$ cat src/rtl/mtp_array_resp.sv
// mtp_array_resp: synthesizable responder model of the 32x16 MTP fuse macro.
// Sits on the IE-side control pins. It serves recall/sense reads, and it commits
// programs only when the PROG&NVSTR pulse is long enough and was not aborted.
// The array is not cleared by rst_n, so its contents behave as nonvolatile.
module mtp_array_resp #(
  parameter int MDW      = 16,
  parameter int MDN      = 32,
  parameter int MAW      = 4,
  parameter int READ_LAT = 3,
  parameter int PROG_MIN = 16
) (
  input  logic           rd_clk,
  input  logic           rst_n,
  input  logic           FE,
  input  logic           RECALL,
  input  logic           SE,
  input  logic           PROG,
  input  logic           NVSTR,
  input  logic [MAW:0]   FUSEADR,
  input  logic [MDW-1:0] DATA_WR,
  output logic [MDW-1:0] DATA_RD,
  output logic           DATARDY,
  output logic           busy,
  output logic           prog_err
);

  localparam int LW = (READ_LAT > 1) ? $clog2(READ_LAT + 1) : 1;
  localparam int PW = $clog2(PROG_MIN + 1);

  typedef enum logic [2:0] {
    IDLE,
    RCL,
    SENSE,
    RDY,
    PSET,
    PHOLD,
    PEND
  } state_t;

  state_t          state;
  logic [4:0]      sync1, sync2;
  logic [4:1]      sync_q;
  logic [MAW:0]    addr;
  logic [MDW-1:0]  wdata;
  logic [LW-1:0]   lat_cnt;
  logic [PW-1:0]   pcnt;
  logic [MDW-1:0]  mem [MDN];

  logic fe_s, recall_s, se_s, prog_s, nvstr_s;
  logic recall_rise, prog_rise, recall_fall, se_fall, prog_fall, nvstr_fall;
  logic conflict_rise, addr_ok, pcnt_ok, mem_we;

  // Two-flop synchronizers for the asynchronous control pins
  always_ff @(posedge rd_clk or negedge rst_n) begin
    if (!rst_n) begin
      sync1 <= '0;
      sync2 <= '0;
    end else begin
      sync1 <= {NVSTR, PROG, SE, RECALL, FE};
      sync2 <= sync1;
    end
  end

  // One-cycle-delayed copies of the synced strobes, used for edge detection
  always_ff @(posedge rd_clk or negedge rst_n) begin
    if (!rst_n) sync_q <= '0;
    else        sync_q <= sync2[4:1];
  end

  assign fe_s     = sync2[0];
  assign recall_s = sync2[1];
  assign se_s     = sync2[2];
  assign prog_s   = sync2[3];
  assign nvstr_s  = sync2[4];

  assign recall_rise = recall_s & ~sync_q[1];
  assign recall_fall = ~recall_s & sync_q[1];
  assign se_fall     = ~se_s & sync_q[2];
  assign prog_rise   = prog_s & ~sync_q[3];
  assign prog_fall   = ~prog_s & sync_q[3];
  assign nvstr_fall  = ~nvstr_s & sync_q[4];

  // Flags the first cycle in which RECALL and PROG are both high, so a held conflict pulses once
  assign conflict_rise = recall_s & prog_s & ~(sync_q[1] & sync_q[3]);

  assign addr_ok = 32'(addr) < 32'(MDN);
  assign pcnt_ok = pcnt >= PW'(PROG_MIN);

  // A commit requires an unaborted PROG fall from PHOLD, with a long enough pulse and a valid address
  assign mem_we = (state == PHOLD) & fe_s & prog_fall & addr_ok & pcnt_ok;

  // Fuse array: no reset, so contents survive rst_n
  always_ff @(posedge rd_clk) begin
    if (mem_we) mem[addr] <= wdata;
  end

  // Control FSM with registered outputs
  always_ff @(posedge rd_clk or negedge rst_n) begin
    if (!rst_n) begin
      state    <= IDLE;
      busy     <= 1'b0;
      DATA_RD  <= '0;
      DATARDY  <= 1'b0;
      prog_err <= 1'b0;
      addr     <= '0;
      wdata    <= '0;
      lat_cnt  <= '0;
      pcnt     <= '0;
    end else begin
      prog_err <= 1'b0;
      if (state != IDLE && !fe_s) begin
        state   <= IDLE;
        busy    <= 1'b0;
        DATARDY <= 1'b0;
        if (state == PSET || state == PHOLD) prog_err <= 1'b1;
      end else begin
        case (state)
          IDLE: begin
            if (conflict_rise) begin
              prog_err <= 1'b1;
            end else if (fe_s && recall_rise) begin
              state <= RCL;
              busy  <= 1'b1;
              addr  <= FUSEADR;
            end else if (fe_s && prog_rise) begin
              state <= PSET;
              busy  <= 1'b1;
              addr  <= FUSEADR;
              wdata <= DATA_WR;
            end
          end
          RCL: begin
            if (se_s) begin
              state   <= SENSE;
              lat_cnt <= '0;
            end
          end
          SENSE: begin
            lat_cnt <= lat_cnt + 1'b1;
            if (lat_cnt == LW'(READ_LAT - 1)) begin
              state   <= RDY;
              DATA_RD <= addr_ok ? mem[addr] : '1;
            end
          end
          RDY: begin
            if (se_fall || recall_fall) begin
              state   <= IDLE;
              busy    <= 1'b0;
              DATARDY <= 1'b0;
            end else begin
              DATARDY <= 1'b1;
            end
          end
          PSET: begin
            if (nvstr_s) begin
              state <= PHOLD;
              pcnt  <= '0;
            end
          end
          PHOLD: begin
            if (prog_fall) begin
              state <= PEND;
              if (!addr_ok || !pcnt_ok) prog_err <= 1'b1;
            end else if (prog_s && nvstr_s && !pcnt_ok) begin
              pcnt <= pcnt + 1'b1;
            end
          end
          PEND: begin
            if (nvstr_fall) begin
              state <= IDLE;
              busy  <= 1'b0;
            end
          end
          default: begin
            state <= IDLE;
            busy  <= 1'b0;
          end
        endcase
      end
    end
  end

endmodule

$ cat config.mk
export PLATFORM = sky130hd
export DESIGN_NAME = mtp_array_resp
export DESIGN_NICKNAME = d
export VERILOG_FILES = /design/src/rtl/mtp_array_resp.sv
export SDC_FILE = /design/constraint.sdc
export NUM_CORES = 1
export LEC_CHECK = 0
export CAP_MARGIN = 10
export CORE_ASPECT_RATIO = 2
export CORE_MARGIN = 10
export CORE_UTILIZATION = 28
export DETAILED_ROUTE_END_ITERATION = 16
export MAX_ROUTING_LAYER = met4
export SYNTH_ARGS = -nofsm -noshare
export SYNTH_HDL_FRONTEND = slang
export SYNTH_SLANG_ARGS = --single-unit
$ cat constraint.sdc
create_clock -name rd_clk -period 2.8 [get_ports rd_clk]
set_input_delay 0.56 -clock rd_clk [delete_from_list [all_inputs] [get_ports rd_clk]]
set_output_delay 0.56 -clock rd_clk [all_outputs]
set_load 0.01 [all_outputs]
# Yosys cells after proc, flatten, opt, wreduce, memory -nomap -nowiden
# Memory sizes are Yosys's and may differ from the RTL's. A register that Yosys moved wholly into a read port is not among the register bits.
# Index checks and enable logic that the tools add are counted.
# Widths: inputs -> output; s select.
# totals
out_inout_bits	19
inputBits	28
reg_bits	48
ram_bits	512
memories	1
wordCells	118
# mem_list
memory	words	width	read_ports	rd_ports_with_merged_regs	wr	line	source
mem	32	16	1	1	1	47	logic [MDW-1:0] mem [MDN];
# classes
add_sub_neg	2
n_eq_ne	20
n_bitwise	22
reduce_logical	24
muxes	37
order_cmp	1
# op_table
op	count
$mux 3	10
$mux 5	5
$pmux 3 s7	1
$ne 3x3->1 const B	6
$mux 1	16
$reduce_and 5->1	3
$and 1x1->1	12
$not 1->1	10
$pmux 5 s2	1
$eq 3x3->1 const B	3
$reduce_and 8->1	1
$reduce_bool 2->1	4
$eq 3x2->1 const B	2
$ne 2x2->1 const B	3
$reduce_and 3->1	2
$add 5x1->5 const B	1
$ge 5x5->1 const B	1
$logic_and 1x1->1	5
$ne 2x1->1 const B	2
$ne 4x4->1 const B	1
$pmux 1 s4	1
$pmux 2 s2	1
$reduce_and 4->1	1
$reduce_or 4->1	1
10 further kinds	13

# Longest topological paths before layout
# Gate-level depths: netlist of run 1.
# logic_depth
depth_word	8
ltp_mapped	10
depth_no_buf	7

# Least setup slack after synthesis of run 1
# Ideal clock, no wire load.
# synth_timing
kind	reg-to-reg
startpoint	register addr[1]
endpoint	memory mem[13][0], enable pin
period_less_slack_ns	2.544
setup_ns	0.388
path_stages_with_launch	8
t_arrival_ns	2.156
slack_ns	0.256
required_time_ns	2.412
cell_sequence	dfrtp_1 > buf_4 > buf_6 > buf_6 > buf_4 > buf_2 > nand3b_1 > nor2_1
# synth_lines
item	line	source
start: declaration	43	logic [MAW:0] addr;
start signal: assignment	105	addr <= '0;
start signal: assignment	124	addr <= FUSEADR;
start signal: assignment	128	addr <= FUSEADR;
end: declaration	47	
# Straight into the memory's write port.

==> run metrics, run 1 <==
status completed; part of the cycle the worst path needs 90.0%; unrepaired setup endpoints after global routing false; Worst-path clk slew 70 ps; Final GP Congestion 0.864; CP Cell Sequence buf_12, buf_4, mux4_2, a221oi_1, a21oi_1; Mapped Cells 1181; CP max stage delay 770 ps; Unique masters post-synth roughly 60; worst path arrival time 2970 ps; area occupied by multi-input gates about 5000 sq um; Place WS between 200 and 300 ps; startpoint type of the worst setup path register; largest net degree at the start of global routing 46; Post-synth EDFFs 512; final core area utilization about a third; hold crit path type in2async; storage element area about 17000 sq um; WP buf/inv 2; setup bufs post-CTS 0; worst-path maximum fanout 35; register area share after synthesis 75.9%; Gates resized, CTS repair 0; fill count 7539; max-cap viol count 0; final WL 58700 microns; total CTS buffers 45; first-pass GRT wire length 85500 microns; Die H 420 microns; Bufs on Longest Clock Path 3; latest clock arrival within the worst-skew pair 600 ps; Antenna Nets Post-Route 0; CTS tree built; area of the core just under 80000 sq um; P&R area growth vs syn 18.6%; worst-margin pin slew 1130 ps; setup ws final approximately 280 ps; ys async rst share 11.1%; Area contributors post-synth edfxtp_1 (69%), mux4_2 (7.7%), dfrtp_1 (7.2%), mux2i_1 (4.6%), mux2_2 (1.4%); syn_nets 1212; Crit path max-delay family flip-flops; yosys warns 0; die width about 220 microns; normalized max-slew margin 24.6%; CP endpoint kind register; IO Pins 47; Final min period about 2500 ps; initial antenna violation count 0; vias post-DR 11800; vias per cell 4.91; Peak Freq 397 MHz; largest area contributor in the netlist edfxtp_1; Clock Sinks 576; Hold Buf Count CTS 0; count leader, synth edfxtp_1; share of layout cells above drive strength 1 22.8%; full die area 92200 sq um; nets 1357; Slew Viols, Final 0; Site Rows 146; Power Density 966 nW/um^2; Port Buffers between 40 and 50; Mapped Area 22400 sq um; Most used DFF post-synth edfxtp_1; slowest CP cell dfrtp_4; leakage power total around 8.7 nW; GR Util All Layers 13.1%; H-Tree Depth 2; Setup Skew 20.4 ps; Worst R2R End DATA_RD[4]; DRC Markers 0; number of global-route vias before repair ~12000; crit path kind reg2reg; worst path required time 3250 ps; Yosys top cell area share 68.8%; WL per Instance 24.5 microns; Hold Vio Cnt, Final 0; Yosys reg bits around 580; First DRT Iteration DRCs 981; Max VDD drop around 0.00045 V; HPWL Detailed ~40000 microns; drt pass-1 iters 5; initial cell density of the core between 20% and 30%; Final setup viols 0; R2R depth 5; flop-to-flop setup slack 280 ps; Clock Tree Root clkbuf_16; n_diodes 0; commonest cells in the netlist edfxtp_1 (512), mux2i_1 (102), nor2_1 (77); synthesized area per cell between 15 and 20 sq um; setup TNS 0 ps; r2r startpoint addr[0]; GRT overflow 0
-- per-layer routing --
metal / track usage (%) / vias to the layer above / wire (microns)
met5: - / - / 0
met4: 7.13 / 0 / 3200
met3: 1.31 / 142 / 2050
met2: 24.5 / 351 / 33400
met1: 12.8 / 6228 / 20100
li1: - / 5056 / -
-- state kept, by name (all words and copies together) (netlist names) --
| name | count |
|---|---|
| mem | 512 |
| DATA_RD | 16 |
| wdata | 16 |
| addr | 5 |
| pcnt | 5 |
| sync1 | 5 |
| sync2 | 5 |
| sync_q | 4 |
| state | 3 |
| lat_cnt | 2 |
| DATARDY | 1 |
| busy | 1 |
| prog_err | 1 |
-- stage by stage --
stage / total power (W) / instances / instance area (sq um) / hold WS [ps]
floorplan: 0.0158 / 1181 / 22400 / 264
global placement: 0.0188 / 2315 / 24900 / 344
detailed placement: 0.0190 / 2315 / 24900 / 342
CTS: 0.0258 / 2398 / 26500 / 15.2
global route: 0.0266 / 2398 / 26500 / 41.5
finish: 0.0256 / 2398 / 26500 / 0.510
-- cell usage in the layout (no fill, tap or decap), drive strengths merged, types with 6 or more instances in the layout --
| cell type | n |
|---|---|
| a21oi | 18 |
| a221oi | 14 |
| a22oi | 20 |
| a31oi | 8 |
| and3 | 7 |
| buf | 113 |
| bufinv | 7 |
| clkbuf | 54 |
| clkdlybuf4s50 | 45 |
| clkinv | 11 |
| clkinvlp | 9 |
| dfrtp | 64 |
| edfxtp | 512 |
| inv | 10 |
| mux2 | 27 |
| mux2i | 102 |
| mux4 | 76 |
| nand2 | 27 |
| nand2b | 10 |
| nand3 | 11 |
| nor2 | 77 |
| nor2b | 8 |
| nor3 | 11 |
| o21ai | 18 |
| o22ai | 32 |
| or4 | 6 |
-- how the worst max path moves through the flow --
stage | startpoint | endpoint | slack, ps | cells past startpoint
after floorplan | addr[1] | mem[13][0] | 260 | 7
after global placement | addr[1] | DATA_RD[4] | 320 | 6
after global routing | state[0] | mem[14][8] | 160 | 6
after CTS | addr[3] | DATA_RD[4] | 240 | 7
after detailed placement | addr[3] | DATA_RD[4] | 260 | 7
final | addr[0] | DATA_RD[4] | 280 | 5
-- logic make-up after synthesis --
kind of cell | Yosys count | share of synthesized area [%]
compound gates | 134 | 4.06
xor+xnor | 1 | 0.0392
fa+ha+maj | 3 | 0.168
buf+inv | 68 | 1.66
flops | 576 | 75.9
mux | 205 | 13.6
simple gates | 194 | 4.55
-- layout make-up --
cell class	instances	share of cell area, %
clock buffers	54	4.57
well taps	1036	4.89
inverters	8	0.113
clock inverters	29	1.43
repair buffers	158	6.03
flip-flops and latches	576	64.1
multi-input cells	537	18.9
-- where the power goes --
group          leakage [nW]  internal, W  switching, W
Sequential             5.39       0.0108      0.000863
Combinational          2.58      0.00296       0.00407
Clock                 0.751      0.00379       0.00311
Total                  8.72       0.0176       0.00804
Note: power is estimated with default switching activity, not from simulation.
==> run 2, diff against run 1 <==
--- a/config.mk
+++ b/config.mk
@@ -8,7 +8,7 @@
 export CAP_MARGIN = 10
 export CORE_ASPECT_RATIO = 2
 export CORE_MARGIN = 10
-export CORE_UTILIZATION = 28
+export CORE_UTILIZATION = 45
 export DETAILED_ROUTE_END_ITERATION = 16
 export MAX_ROUTING_LAYER = met4
 export SYNTH_ARGS = -nofsm -noshare
==> run 2 against run 1 <==
Against the previous run: final cell count shrank 16%; non-clock buffer count shrank 3; first-iteration DRC count up 7.3%; via count fell by 0.70%; combinational power shrank 10%; critical path depth increased by 2; count of clock-buffer cells in the layout grew 2; global-route usage grew 6.9 points; largest cell class unchanged; highest routed layer unchanged.
==> run metrics, run 2 (synthesis gave the netlist of run 1 again) <==
Top reg by flops mem (unchanged); P&R area growth vs syn 16.5% (was 18.6%); CTS tree built (unchanged); Worst R2R End DATA_RD[12] (was DATA_RD[4]); vias per cell 5.82 (was 4.91); worst path arrival time 2950 ps (was 2970 ps); Setup Skew 20.4 ps (about the same); r2r startpoint addr[1] (was addr[0]); worst setup path endpoint DATA_RD[12] (was DATA_RD[4]); area of the core 49200 sq um (was 79300 sq um); final non-filler cell total 2009 (was 2398); nets 1358 (was 1357); setup TNS 0 ps (unchanged); DRC Markers 0 (unchanged); max-cap viol count 0 (unchanged); worst path required time 3260 ps (was 3250 ps); drt pass-1 iters 5 (unchanged); Bufs on Longest Clock Path 3 (unchanged); initial cell density of the core 45.4% (was 28.2%); WP buf/inv 2 (unchanged); CP max stage delay 710 ps (was 770 ps); number of global-route vias before repair 12400 (was 12200); Placed Instances 1918 (was 2315); vias post-DR 11700 (was 11800); flop-to-flop setup slack 310 ps (was 280 ps); initial antenna violation count 0 (unchanged); Clock Tree Root clkbuf_16 (unchanged); GR Util All Layers 20.0% (was 13.1%); Final setup viols 0 (unchanged); slowest CP cell dfrtp_4 (unchanged); status completed (unchanged); Crit path depth 7 (was 5); worst-path maximum fanout 26 (was 35); Port Buffers 46 (unchanged); max reg flops 512 (unchanged); IO Pins 47 (unchanged); total CTS buffers 49 (was 45); Max VDD drop 0.000605 V (was 0.000451 V); H-Tree Depth 2 (unchanged); HPWL Detailed 39200 microns (was 41200 microns); Slew Viols, Final 0 (unchanged); First DRT Iteration DRCs 1053 (was 981); GRT overflow 0 (unchanged); Worst-path clk slew 70 ps (about the same); share of layout cells above drive strength 1 24.1% (was 22.8%); commonest non-fill, non-tap cell in the layout edfxtp_1 (unchanged); latest clock arrival within the worst-skew pair 590 ps (was 600 ps); hold crit path type reg2reg (was in2async); most frequent cells in the layout edfxtp_1 (512), mux2i_1 (102), buf_4 (94) (was edfxtp_1 (512), mux2i_1 (102), buf_4 (89)); Power Density 984 nW/um^2 (was 966 nW/um^2); largest net degree at the start of global routing 47 (was 46); normalized max-slew margin 21.2% (was 24.6%); crit path from addr[1] (was addr[0]); die width 178 microns (was 220 microns); Hold Vio Cnt, Final 0 (unchanged); startpoint type of the worst setup path register (unchanged); R2R depth 7 (was 5); Site Rows 115 (was 146); WL per Instance 28.6 microns (was 24.5 microns); Die H 335 microns (was 420 microns); Crit path max-delay family flip-flops (unchanged); CP endpoint kind register (unchanged); Antenna Nets Post-Route 0 (unchanged); part of the cycle the worst path needs 88.8% (was 90.0%); full die area 59500 sq um (was 92200 sq um); unrepaired setup endpoints after global routing false (unchanged); Clock Sinks 576 (unchanged); final WL 57400 microns (was 58700 microns); biggest registers after layout mem x512, DATA_RD x16, wdata x16 (unchanged); Gates resized, CTS repair 0 (unchanged); final hold slack 348 ps (was 0.510 ps); cell mode on critical path buf_12; CP Cell Sequence buf_12, buf_12, mux2i_1, o22ai_1, or4_1, a21oi_1, a31oi_1 (was buf_12, buf_4, mux4_2, a221oi_1, a21oi_1); crit path kind reg2reg (unchanged); leakage power total 8.74 nW (was 8.72 nW); first-pass GRT wire length 83700 microns (was 85500 microns); Peak Freq 402 MHz (was 397 MHz); Final GP Congestion 0.844 (was 0.864); final core area utilization 52.9% (was 33.4%); worst-margin pin slew 1180 ps (was 1130 ps); Final min period 2490 ps (was 2520 ps)
-- run 2: stage by stage --
stage	area [sq um]	setup WS (ps)	power, W
after floorplan	22400	256	0.0158
after detailed placement	24400	293	0.0187
final	26000	314	0.0256
after global routing	26000	144	0.0265
after CTS	26000	286	0.0258
after global placement	24400	353	0.0186
-- run 2: area by class of cell --
class	instances	area (sq um)
clock buffer	56	1310
inverter	8	30.0
sequential	576	17000
timing repair buffer	155	1470
fill	3901	23200
clock inverter	33	363
antenna	1	2.50
tap	643	805
multi-input combinational	537	5090
-- run 2: report_power, final --
group	switching, W	total, W	internal [W]
clock	0.00305	0.00713	0.00408
combinational	0.00344	0.00630	0.00286
sequential	0.00134	0.0122	0.0108
total	0.00784	0.0256	0.0178
-- run 2: worst min path at each step --
stage | startpoint | endpoint | slack, ps | cells after the start
6_report | sync1[2] | sync2[2] | 350 | 0
3_3_place_gp | sync1[2] | sync2[2] | 340 | 0
2_1_floorplan | rst_n | DATARDY | 260 | 0
3_5_place_dp | sync1[0] | sync2[0] | 340 | 0
4_1_cts | sync1[2] | sync2[2] | 350 | 0
5_1_grt | sync1[1] | sync2[1] | 360 | 0
-- run 2: repair_timing --
item                      4_1_cts  5_1_grt
hold endpoints to repair       18        0
setup buffers                   0        0
hold buffers                    1        0
-- run 2: layer usage --
metal  vias to the layer above  GRT usage (%)  wire length [microns]
met1                      6119           21.1                  20000
met2                       382           36.7                  32600
met3                       132           2.39                   2670
met4                         0           8.03                   2160
met5                         -              -                      0
li1                       5062              -                      -
==> run 3, diff against run 2 <==
--- a/config.mk
+++ b/config.mk
@@ -5,12 +5,14 @@
 export SDC_FILE = /design/constraint.sdc
 export NUM_CORES = 1
 export LEC_CHECK = 0
+export ABC_CLOCK_PERIOD_IN_PS = 2800
 export CAP_MARGIN = 10
 export CORE_ASPECT_RATIO = 2
 export CORE_MARGIN = 10
 export CORE_UTILIZATION = 45
 export DETAILED_ROUTE_END_ITERATION = 16
 export MAX_ROUTING_LAYER = met4
+export PLACE_DENSITY = 0.7
 export SYNTH_ARGS = -nofsm -noshare
 export SYNTH_HDL_FRONTEND = slang
 export SYNTH_SLANG_ARGS = --single-unit
==> run 3 against run 2 <==
Against the previous run: largest cell class unchanged; critical path type unchanged; global-route usage down 1.2 points; non-clock buffer count fell by 13; clock skew down 2.2 ps; sequential power about the same; total power shrank 2.3%; fmax down 0.24%; via count increased by 0.12%; die area unchanged; sequential share of layout area up 0.66 points; count of clock-buffer cells in the layout fell by 2.
==> run metrics, run 3 (synthesis gave the netlist of run 1 again) <==
initial cell density of the core 45.4% (unchanged); Worst R2R End mem[12][3] (was DATA_RD[12]); area of the core 49200 sq um (unchanged); latest clock arrival within the worst-skew pair 580 ps (was 590 ps); slowest CP cell dfrtp_1 (was dfrtp_4); startpoint type of the worst setup path register (unchanged); Top reg by flops mem (unchanged); Worst-path clk slew 70 ps (about the same); GRT overflow 0 (unchanged); Bufs on Longest Clock Path 3 (unchanged); Clock Tree Root clkbuf_16 (unchanged); commonest non-fill, non-tap cell in the layout edfxtp_1 (unchanged); Gates resized, CTS repair 0 (unchanged); most frequent cells in the layout edfxtp_1 (512), mux2i_1 (102), mux4_2 (76) (was edfxtp_1 (512), mux2i_1 (102), buf_4 (94)); biggest registers after layout mem x512, DATA_RD x16, wdata x16 (unchanged); CTS tree built (unchanged); First DRT Iteration DRCs 1191 (was 1053); CP endpoint kind register (unchanged); Antenna Nets Post-Route 0 (unchanged); R2R depth 6 (was 7); vias per cell 5.89 (was 5.82); total CTS buffers 45 (was 49); r2r startpoint state[2] (was addr[1]); n_diodes 0 (was 1); max-cap viol count 0 (unchanged); flop-to-flop setup slack 310 ps (about the same); nets 1341 (was 1358); Crit path max-delay family simple AND/OR/NAND/NOR gates (was flip-flops); largest net degree at the start of global routing 46 (was 47); setup bufs post-CTS 0 (unchanged); worst-margin pin slew 1220 ps (was 1180 ps); HPWL Detailed 36800 microns (was 39200 microns); P&R area growth vs syn 15.3% (was 16.5%); Hold Buf Count CTS 0 (was 1); WL per Instance 27.1 microns (was 28.6 microns); Setup Skew 18.2 ps (was 20.4 ps); WP buf/inv 1 (was 2); Slew Viols, Final 0 (unchanged); Site Rows 115 (unchanged); final WL 53800 microns (was 57400 microns); crit path kind reg2reg (unchanged); final core area utilization 52.4% (was 52.9%); max reg flops 512 (unchanged); Final min period 2490 ps (about the same); leakage power total 8.63 nW (was 8.74 nW); vias post-DR 11700 (about the same); CP max stage delay 540 ps (was 710 ps); drt pass-1 iters 6 (was 5); hold crit path type in2async (was reg2reg); share of layout cells above drive strength 1 21.6% (was 24.1%); worst path arrival time 2770 ps (was 2950 ps); number of global-route vias before repair 12300 (was 12400); worst-path maximum fanout 10 (was 26); Hold Vio Cnt, Final 0 (unchanged); Clock Sinks 576 (unchanged); normalized max-slew margin 18.8% (was 21.2%); Final GP Congestion 0.921 (was 0.844); status completed (unchanged); Final setup viols 0 (unchanged); H-Tree Depth 2 (unchanged); first-pass GRT wire length 80300 microns (was 83700 microns); Max VDD drop 0.000612 V (was 0.000605 V); die width 178 microns (unchanged); CP Cell Sequence and3b_1, and4_1, nor2b_1, nand2b_1, nor2_1, buf_4 (was buf_12, buf_12, mux2i_1, o22ai_1, or4_1, a21oi_1, a31oi_1); unrepaired setup endpoints after global routing false (unchanged); Crit path depth 6 (was 7); DRC Markers 0 (unchanged); Peak Freq 401 MHz (was 402 MHz); worst path required time 3080 ps (was 3260 ps); part of the cycle the worst path needs 89.0% (was 88.8%); Die H 335 microns (unchanged); GR Util All Layers 18.8% (was 20.0%); initial antenna violation count 0 (unchanged); IO Pins 47 (unchanged); full die area 59500 sq um (unchanged); Power Density 971 nW/um^2 (was 984 nW/um^2); setup TNS 0 ps (unchanged); Port Buffers 46 (unchanged)
## run 3: power breakdown
part	switching [W]	total [W]	internal, W
sequential	0.00147	0.0123	0.0108
clock	0.00295	0.00656	0.00361
combinational	0.00329	0.00615	0.00286
## run 3: worst max-delay path by stage
stage	endpoint	startpoint	slack, ps
floorplan	mem[13][0]	addr[1]	260
detailed placement	DATA_RD[14]	addr[1]	350
global placement	DATA_RD[14]	addr[1]	360
CTS	DATA_RD[14]	addr[1]	330
global route	mem[12][4]	state[2]	170
finish	mem[12][3]	state[2]	310
## run 3: worst reg2reg max path, delay by kind of cell (launching register included)
kind          cells  cell delay (ps)
simple gates      5             1400
buf+inv           1              240
flops             1              540
## run 3: cell type report
| class | instances | area, sq um |
|---|---|---|
| fillers | 3825 | 23400 |
| flip-flops and latches | 576 | 17000 |
| multi-input cells | 537 | 5020 |
| repair buffers | 142 | 1450 |
| clock buffers | 54 | 1190 |
| well taps | 643 | 805 |
| clock inverters | 28 | 307 |
| inverters | 8 | 30.0 |
## run 3: routing by layer
layer  up-vias  global-route usage, %  wire length, microns  part of all wire [%]
li1       5026                      -                     -                     -
met1      6162                   20.1                 18800                    35
met2       399                   33.5                 29800                    55
met3       122                   2.27                  2480                   4.6
met4         0                   9.17                  2690                   5.0
met5         -                      -                     0                     0
## run 3: metrics by stage
stage | hold WS (ps) | setup WS (ps) | total power, W | area [sq um] | std cells
6_report | 17.0 | 308 | 0.0250 | 25800 | 1988
5_1_grt | 41.7 | 173 | 0.0260 | 25800 | 1988
4_1_cts | 19.0 | 332 | 0.0252 | 25800 | 1988
3_5_place_dp | 340 | 352 | 0.0187 | 24300 | 1906
3_3_place_gp | 332 | 359 | 0.0185 | 24300 | 1906
2_1_floorplan | 264 | 256 | 0.0158 | 22400 | 1181
